$ cat config.mk
export PLATFORM = sky130hd
export DESIGN_NAME = memory_round_ctrl
export DESIGN_NICKNAME = d
export VERILOG_FILES = /design/src/rtl/game_pkg.sv /design/src/rtl/game_timer.sv /design/src/rtl/memory_round_ctrl.sv
export SDC_FILE = /design/constraint.sdc
export NUM_CORES = 1
export LEC_CHECK = 0
export ABC_AREA = 1
export BUFFER_PORTS_ARGS = -buffer_cell sky130_fd_sc_hd__buf_2
export CAP_MARGIN = 5
export CORE_ASPECT_RATIO = 0.9
export CORE_UTILIZATION = 60
export DETAILED_ROUTE_END_ITERATION = 10
export PLACE_DENSITY_LB_ADDON = 0.05
export SLEW_MARGIN = 15
export SYNTH_ARGS = -nofsm -noshare
export SYNTH_HDL_FRONTEND = slang
export SYNTH_SLANG_ARGS = --single-unit
$ cat constraint.sdc
create_clock -name clk -period 9.7 [get_ports clk]
set_input_delay 1.94 -clock clk [delete_from_list [all_inputs] [get_ports clk]]
set_output_delay 1.94 -clock clk [all_outputs]
set_load 0.01 [all_outputs]
$ cat src/rtl/game_pkg.sv
// Shared types and helpers for the memorization-game round controller.
package game_pkg;

    localparam int DIG_W = 4;

    typedef enum logic [2:0] {
        ST_IDLE   = 3'd0,
        ST_LOAD   = 3'd1,
        ST_SHOW   = 3'd2,
        ST_ENTRY  = 3'd3,
        ST_CHECK  = 3'd4,
        ST_RESULT = 3'd5,
        ST_OVER   = 3'd6
    } state_e;

    // Width of the level counter, which must hold 1..max_level.
    function automatic int level_w(input int max_level);
        return (max_level < 2) ? 1 : $clog2(max_level + 1);
    endfunction

    // Width of the lives counter; LIVES is 1..3 so two bits always suffice.
    function automatic int lives_w(input int lives);
        return (lives < 4) ? 2 : $clog2(lives + 1);
    endfunction

    // Show window for a level: shrinks by ds per level, never below ds,
    // evaluated wide so the subtraction can never wrap.
    function automatic logic [31:0] show_len(input logic [31:0] lvl,
                                             input logic [31:0] dc,
                                             input logic [31:0] ds);
        logic [63:0] red;
        logic [31:0] rem;
        red = 64'(lvl - 32'd1) * 64'(ds);
        if (red >= 64'(dc)) return ds;
        rem = dc - red[31:0];
        return (rem < ds) ? ds : rem;
    endfunction

endpackage

$ cat src/rtl/game_timer.sv
// Loadable 32-bit down-counter; done pulses on the last counted cycle.
module game_timer (
    input  logic        clk,
    input  logic        rst,
    input  logic        load,
    input  logic [31:0] value,
    output logic        done
);
    logic [31:0] cnt_q;

    // Count down to zero after a load, then hold.
    always_ff @(posedge clk or posedge rst) begin
        if (rst)               cnt_q <= '0;
        else if (load)         cnt_q <= value;
        else if (cnt_q != '0)  cnt_q <= cnt_q - 32'd1;
    end

    // A count of N loaded at edge t covers cycles t+1..t+N; the last is value 1.
    assign done = (cnt_q == 32'd1);
endmodule

$ cat src/rtl/memory_round_ctrl.sv
// Round controller for the memorization game: latch a target, show it for a
// level-dependent window, collect keypad digits, score, track level/lives.
// Optional entry timeout is built when GAME_TIMEOUT_EN is defined.
module memory_round_ctrl
    import game_pkg::*;
#(
    parameter int unsigned DIGITS         = 4,
    parameter int unsigned DISPLAY_CYCLES = 500000000,
    parameter int unsigned DISPLAY_STEP   = 50000000,
    parameter int unsigned RESULT_CYCLES  = 100000000,
    parameter int unsigned TIMEOUT_CYCLES = 1000000000,
    parameter int unsigned MAX_LEVEL      = 8,
    parameter int unsigned LIVES          = 3,
    localparam int W  = DIG_W * DIGITS,
    localparam int CW = $clog2(DIGITS + 1),
    localparam int LW = level_w(MAX_LEVEL),
    localparam int VW = lives_w(LIVES)
) (
    input  logic          clk,
    input  logic          rst,
    input  logic          start,
    input  logic [W-1:0]  rand_in,
    input  logic          key_valid,
    input  logic [3:0]    key_code,
    input  logic          key_clear,
    output logic [W-1:0]  target,
    output logic [W-1:0]  entry,
    output logic [CW-1:0] entry_count,
    output logic          show_target,
    output logic [2:0]    phase,
    output logic [LW-1:0] level,
    output logic [VW-1:0] lives,
    output logic          correct,
    output logic          wrong,
    output logic          game_over,
    output logic          won
);
    localparam logic [CW-1:0] CNT_FULL = CW'(DIGITS);
    localparam logic [CW-1:0] CNT_LAST = CW'(DIGITS - 1);
    localparam logic [LW-1:0] LVL_MAX  = LW'(MAX_LEVEL);
    localparam logic [VW-1:0] LIV_INIT = VW'(LIVES);

    state_e        state_q, state_d;
    logic [W-1:0]  target_q, target_d;
    logic [W-1:0]  entry_q, entry_d;
    logic [CW-1:0] cnt_q, cnt_d;
    logic [LW-1:0] level_q, level_d;
    logic [VW-1:0] lives_q, lives_d;
    logic          won_q, won_d;
    logic          correct_q, correct_d;
    logic          wrong_q, wrong_d;
    logic          show_q, over_q;

    logic          tmr_load, tmr_done, accept;
    logic [31:0]   tmr_val;

    // One timer serves the show window, the result hold and the entry timeout.
    game_timer u_timer (
        .clk   (clk),
        .rst   (rst),
        .load  (tmr_load),
        .value (tmr_val),
        .done  (tmr_done)
    );

    assign accept = key_valid && !key_clear && (cnt_q < CNT_FULL);

    // Next-state, datapath updates and timer control.
    always_comb begin
        state_d   = state_q;
        target_d  = target_q;
        entry_d   = entry_q;
        cnt_d     = cnt_q;
        level_d   = level_q;
        lives_d   = lives_q;
        won_d     = won_q;
        correct_d = 1'b0;
        wrong_d   = 1'b0;
        tmr_load  = 1'b0;
        tmr_val   = '0;
        case (state_q)
            ST_IDLE: if (start) state_d = ST_LOAD;
            ST_LOAD: begin
                target_d = rand_in;
                entry_d  = '0;
                cnt_d    = '0;
                tmr_load = 1'b1;
                tmr_val  = show_len(32'(level_q), DISPLAY_CYCLES, DISPLAY_STEP);
                state_d  = ST_SHOW;
            end
            ST_SHOW: if (tmr_done) begin
                state_d = ST_ENTRY;
`ifdef GAME_TIMEOUT_EN
                tmr_load = 1'b1;
                tmr_val  = TIMEOUT_CYCLES;
`endif
            end
            ST_ENTRY: begin
                if (key_clear) begin
                    entry_d = '0;
                    cnt_d   = '0;
                end else if (accept) begin
                    entry_d = W'({entry_q, key_code});
                    cnt_d   = cnt_q + CW'(1);
                    // Move on with the last digit so CHECK follows immediately.
                    if (cnt_q == CNT_LAST) state_d = ST_CHECK;
`ifdef GAME_TIMEOUT_EN
                    tmr_load = 1'b1;
                    tmr_val  = TIMEOUT_CYCLES;
`endif
                end
`ifdef GAME_TIMEOUT_EN
                // A timeout scores exactly like a wrong answer.
                if (!accept && tmr_done) begin
                    state_d  = ST_RESULT;
                    wrong_d  = 1'b1;
                    lives_d  = (lives_q != '0) ? lives_q - VW'(1) : lives_q;
                    tmr_load = 1'b1;
                    tmr_val  = RESULT_CYCLES;
                end
`endif
            end
            ST_CHECK: begin
                tmr_load = 1'b1;
                tmr_val  = RESULT_CYCLES;
                state_d  = ST_RESULT;
                if (entry_q == target_q) begin
                    correct_d = 1'b1;
                    if (level_q == LVL_MAX) won_d   = 1'b1;
                    else                    level_d = level_q + LW'(1);
                end else begin
                    wrong_d = 1'b1;
                    lives_d = (lives_q != '0) ? lives_q - VW'(1) : lives_q;
                end
            end
            ST_RESULT: if (tmr_done) begin
                state_d = (won_q || lives_q == '0) ? ST_OVER : ST_LOAD;
            end
            ST_OVER: if (start) begin
                state_d = ST_LOAD;
                level_d = LW'(1);
                lives_d = LIV_INIT;
                won_d   = 1'b0;
            end
            default: state_d = ST_IDLE;
        endcase
    end

    // State and registered outputs; status flags follow the next state.
    always_ff @(posedge clk or posedge rst) begin
        if (rst) begin
            state_q   <= ST_IDLE;
            target_q  <= '0;
            entry_q   <= '0;
            cnt_q     <= '0;
            level_q   <= LW'(1);
            lives_q   <= LIV_INIT;
            won_q     <= 1'b0;
            correct_q <= 1'b0;
            wrong_q   <= 1'b0;
            show_q    <= 1'b0;
            over_q    <= 1'b0;
        end else begin
            state_q   <= state_d;
            target_q  <= target_d;
            entry_q   <= entry_d;
            cnt_q     <= cnt_d;
            level_q   <= level_d;
            lives_q   <= lives_d;
            won_q     <= won_d;
            correct_q <= correct_d;
            wrong_q   <= wrong_d;
            show_q    <= (state_d == ST_SHOW);
            over_q    <= (state_d == ST_OVER);
        end
    end

    assign target      = target_q;
    assign entry       = entry_q;
    assign entry_count = cnt_q;
    assign show_target = show_q;
    assign phase       = state_q;
    assign level       = level_q;
    assign lives       = lives_q;
    assign correct     = correct_q;
    assign wrong       = wrong_q;
    assign game_over   = over_q;
    assign won         = won_q;
endmodule

* Yosys cells after proc, flatten, opt, wreduce, memory -nomap -nowiden
Index checks and enable logic that the tools add are counted.
Cells by class: $lt $le $gt $ge 3, $mul 1, mux-type cells 39, add/sub/neg operators 6, equality and inequality tests 19, reduce and logical (&&, ||, !) cells 17
Operators by type and width (number):
- 32-bit two-way mux | 5
- 64-bit by 29-bit greater-or-equal comparator with 1-bit output (second input constant) | 1
- 64-bit by 19-bit multiplier with 57-bit output (second input constant) | 1
- 32-bit case mux with 2 select lines | 1
- 32-bit by 1-bit == test with 1-bit output (second input constant) | 1
- 32-bit by 26-bit less-than comparator with 1-bit output (second input constant) | 1
- 16-bit two-way mux | 2
- 16-bit case mux with 2 select lines | 1
- 32-bit nonzero test | 1
- 29-bit by 32-bit subtractor with 32-bit output (first input constant) | 1
- 32-bit by 1-bit subtractor with 32-bit output (second input constant) | 1
- 3-bit two-way mux | 9
- 3-bit case mux with 6 select lines | 1
- 16-bit == test | 1
- 3-bit by 2-bit == test with 1-bit output (second input constant) | 4
- 3-bit == test (second input constant) | 4
- 4-bit two-way mux | 3
- 2-bit inequality test (second input constant) | 6
- 4-bit AND reduction | 3
- 1-bit two-way mux | 10
- 4-bit case mux with 2 select lines | 1
- 2-bit nonzero test | 4
- 2-bit two-way mux | 3
- 3-bit case mux with 2 select lines | 1
- other kinds (17) | 19
Storage, ports and cells: input port bits 25, output and inout bits 49, register bits 81, word-level logic and storage cells 97

* Depth between registers and ports, before layout
word-level depth 8, depth in mapped cells 41, gate-level depth less buffers 41

* Modules after synthesis
From an unflattened synthesis, not the netlist that was laid out.
Second synthesis, totals: cell total of the unflattened synthesis 1337, area total of the unflattened synthesis 9283.9 um2
Modules (own cells, without submodules):
- memory_round_ctrl | area an instance 7034.2 um2, cells an instance 970, times used 1, seq. area each 1229.9 um2
- game_timer | area an instance 2249.7 um2, cells an instance 367, times used 1, seq. area each 800.8 um2

* Worst setup path after synthesis
No wires, ideal clock.
path kind reg2reg, start register level_q[0] (netlist: level[0]), end register u_timer.cnt_q[24], library setup time 0.074 ns, cell stages (with the launch flop) 35, clock period less this slack 7.057 ns, arrival 6.982 ns, buffers on the path 1, slack 2.643 ns, required time 9.626 ns, path through dfstp_2 -> buf_4 -> inv_1 -> ha_1 -> nand3_2 -> inv_1 -> ha_1 -> inv_1 -> xor2_1 -> ha_1 -> fa_1 -> fa_1 -> inv_1 -> fa_1 -> fa_1 -> inv_1 -> ha_1 -> nand2_1 -> nor2_2 -> inv_2 -> nor3_2 -> nand2_1 -> nand2_1 -> nand2_1 -> nand2_2 -> nand2_2 -> nor2_2 -> nand2_2 -> nor2_8 -> nand2_4 -> nor2_8 -> inv_2 -> nor2_1 -> nand2_1 -> a21oi_2
Between the ends: longest elaborated chain between the ends 8, elaborated cells between the ends (all ways) 11, classes of those cells add/sub (2); mul (1); order compare (2); mux (6)
Ends and longest elaborated chain:
- start, declared | RTL line memory_round_ctrl.sv:47 | logic [LW-1:0] level_q, level_d;
- start signal, assigned | RTL line memory_round_ctrl.sv:168 | level_q <= level_d;
- 4-bit by 1-bit subtractor with 5-bit output * | RTL line game_pkg.sv:33 | red = 64'(lvl - 32'd1) * 64'(ds);
- 64-bit by 19-bit multiplier with 57-bit output * | RTL line game_pkg.sv:33
- 29-bit by 32-bit subtractor with 32-bit output / 64-bit by 29-bit greater-or-equal comparator with 1-bit output (equally long branches) | RTL line game_pkg.sv:35, game_pkg.sv:34
- 32-bit by 26-bit less-than comparator with 1-bit output / 1-bit two-way mux (equally long branches) | RTL line game_pkg.sv:36, game_pkg.sv:34
- 32-bit two-way mux / 1-bit two-way mux (equally long branches) | RTL line game_pkg.sv:36, memory_round_ctrl.sv:81
- 32-bit two-way mux * | RTL line game_pkg.sv:35 | rem = dc - red[31:0];
- 32-bit case mux with 2 select lines * | RTL line memory_round_ctrl.sv:81 | case (state_q)
- 32-bit two-way mux * | RTL line game_timer.sv:14 | else if (load) cnt_q <= value;
- end signal, assigned | RTL line game_timer.sv:14
- end signal, assigned | RTL line game_timer.sv:15 | else if (cnt_q != '0) cnt_q <= cnt_q - 32'd1;
- end, declared | RTL line game_timer.sv:9 | logic [31:0] cnt_q;
Every way passes the cells marked *; elsewhere a longest branch is shown, timed or not. The select of a mux whose other input is x is not followed. A chain may end at the register's enable or synchronous reset.

* Worst setup path after layout
start register level_q[0] (netlist: level[0]), end register u_timer.cnt_q[20]
The elaborated chain is that of the path after synthesis.

==> out/summary.json <==
{
  "status": "complete, no violations",
  "leakage_nw": 5.78,
  "overall_die_height_um": 120,
  "r2r_slack_ns": 1.95,
  "hold_depth": 2,
  "n_antenna_cell": 0,
  "maxCapViolCount": 0,
  "post_synth_num_cell_types": 47,
  "post-synth-top-area-fraction": 0.211,
  "portBuffers": 73,
  "worstReg2RegEnd": "u_timer.cnt_q[20]",
  "top_level_ports": 74,
  "yosysTopAreaCell": "dfrtp_1",
  "worst_ir_drop_vdd_mv": 0.278,
  "timing.critical_path.required_ns": 9.93,
  "critical_path_peak_fanout": 36,
  "synth_area_per_cell_um2": 7.04,
  "wire_per_inst_um": 15.0,
  "cts.clk_slew.worst_paths_ns": 0.07,
  "critical_path.reg2reg.startpoint": "level[0]",
  "vias": 8735,
  "setup_viol": 0,
  "worst_ep_arrival_time_ns": 7.98,
  "r2r.worst_path.cells": 28,
  "finalWeightedCongestion": 0.933,
  "timing_hold_violations_final": 0,
  "grt.total_usage": 0.315,
  "post_synth_xor_area_fraction": 0.0406,
  "area_contributors_post_synth": "dfrtp_1 21%, ha_1 14%, nand2_1 14%, inv_1 9.7%, fa_1 9.1%",
  "synth_sequential_area_ratio": 0.219,
  "timing.max_slew.rel_slack": 0.315,
  "finish.net_count": 1563,
  "max_slew.worst_pin.slew_ns": 1.03,
  "hold_path_startpoint": "target[5]",
  "worst-setup-path-type": "reg2reg",
  "hold_slack_ns": 0.513,
  "global_route_wire_length_before_repair_um": 40000,
  "layout.filler_cells": 1312,
  "postSynthNetCount": 1488,
  "numCtsBuffers": 9,
  "die_area_um2": 16000,
  "dieWidth_um": 133,
  "skew_ns": 0.00989,
  "pwr_density_cell_nw_per_um2": 379,
  "ys_seq_elements": 81,
  "core-area_um2": 14900,
  "synth_mux_area_frac": 0,
  "tritoncts": "done",
  "synthesis.yosys.warnings": 0,
  "clock.fmax_mhz": 129,
  "cpMostUsedCell": "inv_1",
  "top_cells_by_instance_count_after_synthesis": "337 x nand2_1, 239 x inv_1, 112 x nor2_1",
  "ys.flop_type": "dfrtp_1",
  "yosys.cell_count.top_type": "nand2_1",
  "post_synth_and_or_nand_nor_area_fraction": 0.325,
  "setup.worst_path.start_class": "flip-flop",
  "final_period_minus_worst_setup_slack_ns": 7.75,
  "ctsResizeCount": 0,
  "final_min_period_over_clock_period": 0.799,
  "grt_max_degree": 82,
  "initial_cell_density_of_the_core": 0.621,
  "report.final.slew_viol_count": 0,
  "clock-sinks": 81,
  "min_delay_worst_endpoint": "target[5]",
  "synth-compound-area-share": 0.0754,
  "antenna_violating_nets_post_route": 0,
  "std_cell_rows": 42,
  "area_growth_pct": 9.78,
  "tns_ns": 0,
  "avgViaCountPerCell": 5.48,
  "clk_root_buffer_cell": "clkbuf_16",
  "arithmetic_cell_share_of_the_synthesized_area_counting_full_adders_half_adders_and_majority_gates": 0.231,
  "drc_errors": 0,
  "grt_remaining_overflow": 0,
  "post_cts_buffers": 0,
  "synth_enable_flop_cells": 0,
  "drive_above_1_share": 0.131,
  "rsz0062_at_grt": "no",
  "critical_path_sink_type": "flip-flop",
  "syn_inst": 1317,
  "timing.critical_path.slowest_cell_delay_ns": 0.76,
  "detailedPlacementHpwl_um": 19100,
  "clock_insertion_delay_at_the_later_pin_of_the_skew_report_ns": 0.35,
  "hold_path.class": "reg2reg",
  "mappedNetlistArea_um2": 9270,
  "dr.first_iter.drc_count": 628,
  "synth_async_sr_flop_share": 1.00,
  "initial_antenna_violation_count": 0,
  "critical-path-slowest-cell": "xnor2_1",
  "detail_route.first_pass.iterations": 5,
  "max-clock-path-buffers": 2,
  "synth_top_family_by_area": "simple AND/OR/NAND/NOR gates",
  "first_global_vias": 8134,
  "h_tree_levels": 3,
  "routed_wl_um": 24000,
  "post_cts_hold_buffer_count": 0
}
-- per-layer routing --
layer / GRT usage / part of all wire / vias to the layer above
li1: - / - / 4295
met1: 0.457 / 0.48 / 4108
met2: 0.485 / 0.43 / 294
met3: 0.0553 / 0.075 / 38
met4: 0.0747 / 0.015 / 0
met5: 0 / 0 / -
-- placed cells by master (no fill, tap or decap), types with 4 or more instances in the layout --
master     count
nand2_1      337
inv_1        238
nor2_1       111
ha_1         104
nand3_1      100
dfrtp_1       78
buf_2         73
fa_1          42
a21oi_1       38
o21ai_0       34
xor2_1        30
nand2_2       25
nand4_1       22
o22ai_1       18
inv_2         14
xnor2_1       13
nor2_2        11
nor3_1         9
o21bai_1       9
clkbuf_16      9
nand3_2        8
nor4_1         7
nand3b_1       6
or2_2          6
and2_1         4
buf_4          4
-- how the worst max path moves through the flow --
stage / slack [ns] / to / cells after the start / start
floorplan: 2.64 / u_timer.cnt_q[24] / 34 / level[0]
global placement: 2.19 / u_timer.cnt_q[24] / 32 / level[0]
detailed placement: 1.99 / u_timer.cnt_q[24] / 32 / level[0]
CTS: 1.98 / u_timer.cnt_q[24] / 32 / level[0]
global route: 1.42 / u_timer.cnt_q[24] / 32 / level[0]
finish: 1.95 / u_timer.cnt_q[20] / 28 / level[0]
-- state kept, by name (all words and copies together), names as in the netlist --
name / cells
phase: 3
target: 16
game_over: 1
wrong: 1
lives: 2
u_timer.cnt_q: 32
correct: 1
entry_count: 3
entry: 16
won: 1
show_target: 1
level: 4
-- area by class of cell --
type,instances,area (µm²),area share
clock buffers,10,239,0.0235
repair buffers,77,395,0.0388
multi-input cells,968,6230,0.612
clock inverters,6,75.1,0.00738
well taps,198,248,0.0243
inverters,255,958,0.0942
flip-flops and latches,81,2030,0.200
-- cells by family after synthesis --
logic type | Yosys count
flops | 81
xor+xnor | 43
simple gates | 661
compound gates | 118
buf+inv | 268
fa+ha+maj | 146
-- per-stage QoR --
step	util	cell area [µm²]	power (mW)	instances	setup WS [ns]
3_3_place_gp	0.661	9860	3.41	1579	2.19
5_1_grt	0.682	10200	4.26	1595	1.42
2_1_floorplan	-	9270	2.78	1317	2.64
6_report	0.682	10200	3.86	1595	1.95
4_1_cts	0.682	10200	3.83	1595	1.98
3_5_place_dp	0.661	9860	3.46	1579	1.99
-- power breakdown --
| group | internal, mW | switching (mW) |
|---|---|---|
| Clock | 0.210 | 0.148 |
| Combinational | 0.984 | 1.95 |
| Sequential | 0.455 | 0.117 |
-- worst max-delay path: cells and delay by family, from the launching register on --
| family | cells | cell delay, ns |
|---|---|---|
| adder cells (fa/ha/maj) | 8 | 3.47 |
| XOR/XNOR | 1 | 0.76 |
| AND/OR/NAND/NOR | 9 | 1.46 |
| AO/OA/AOI/OAI | 1 | 0.12 |
| buffers and inverters | 9 | 1.34 |
| flip-flops | 1 | 0.46 |
(Power assumes the default switching activity.)
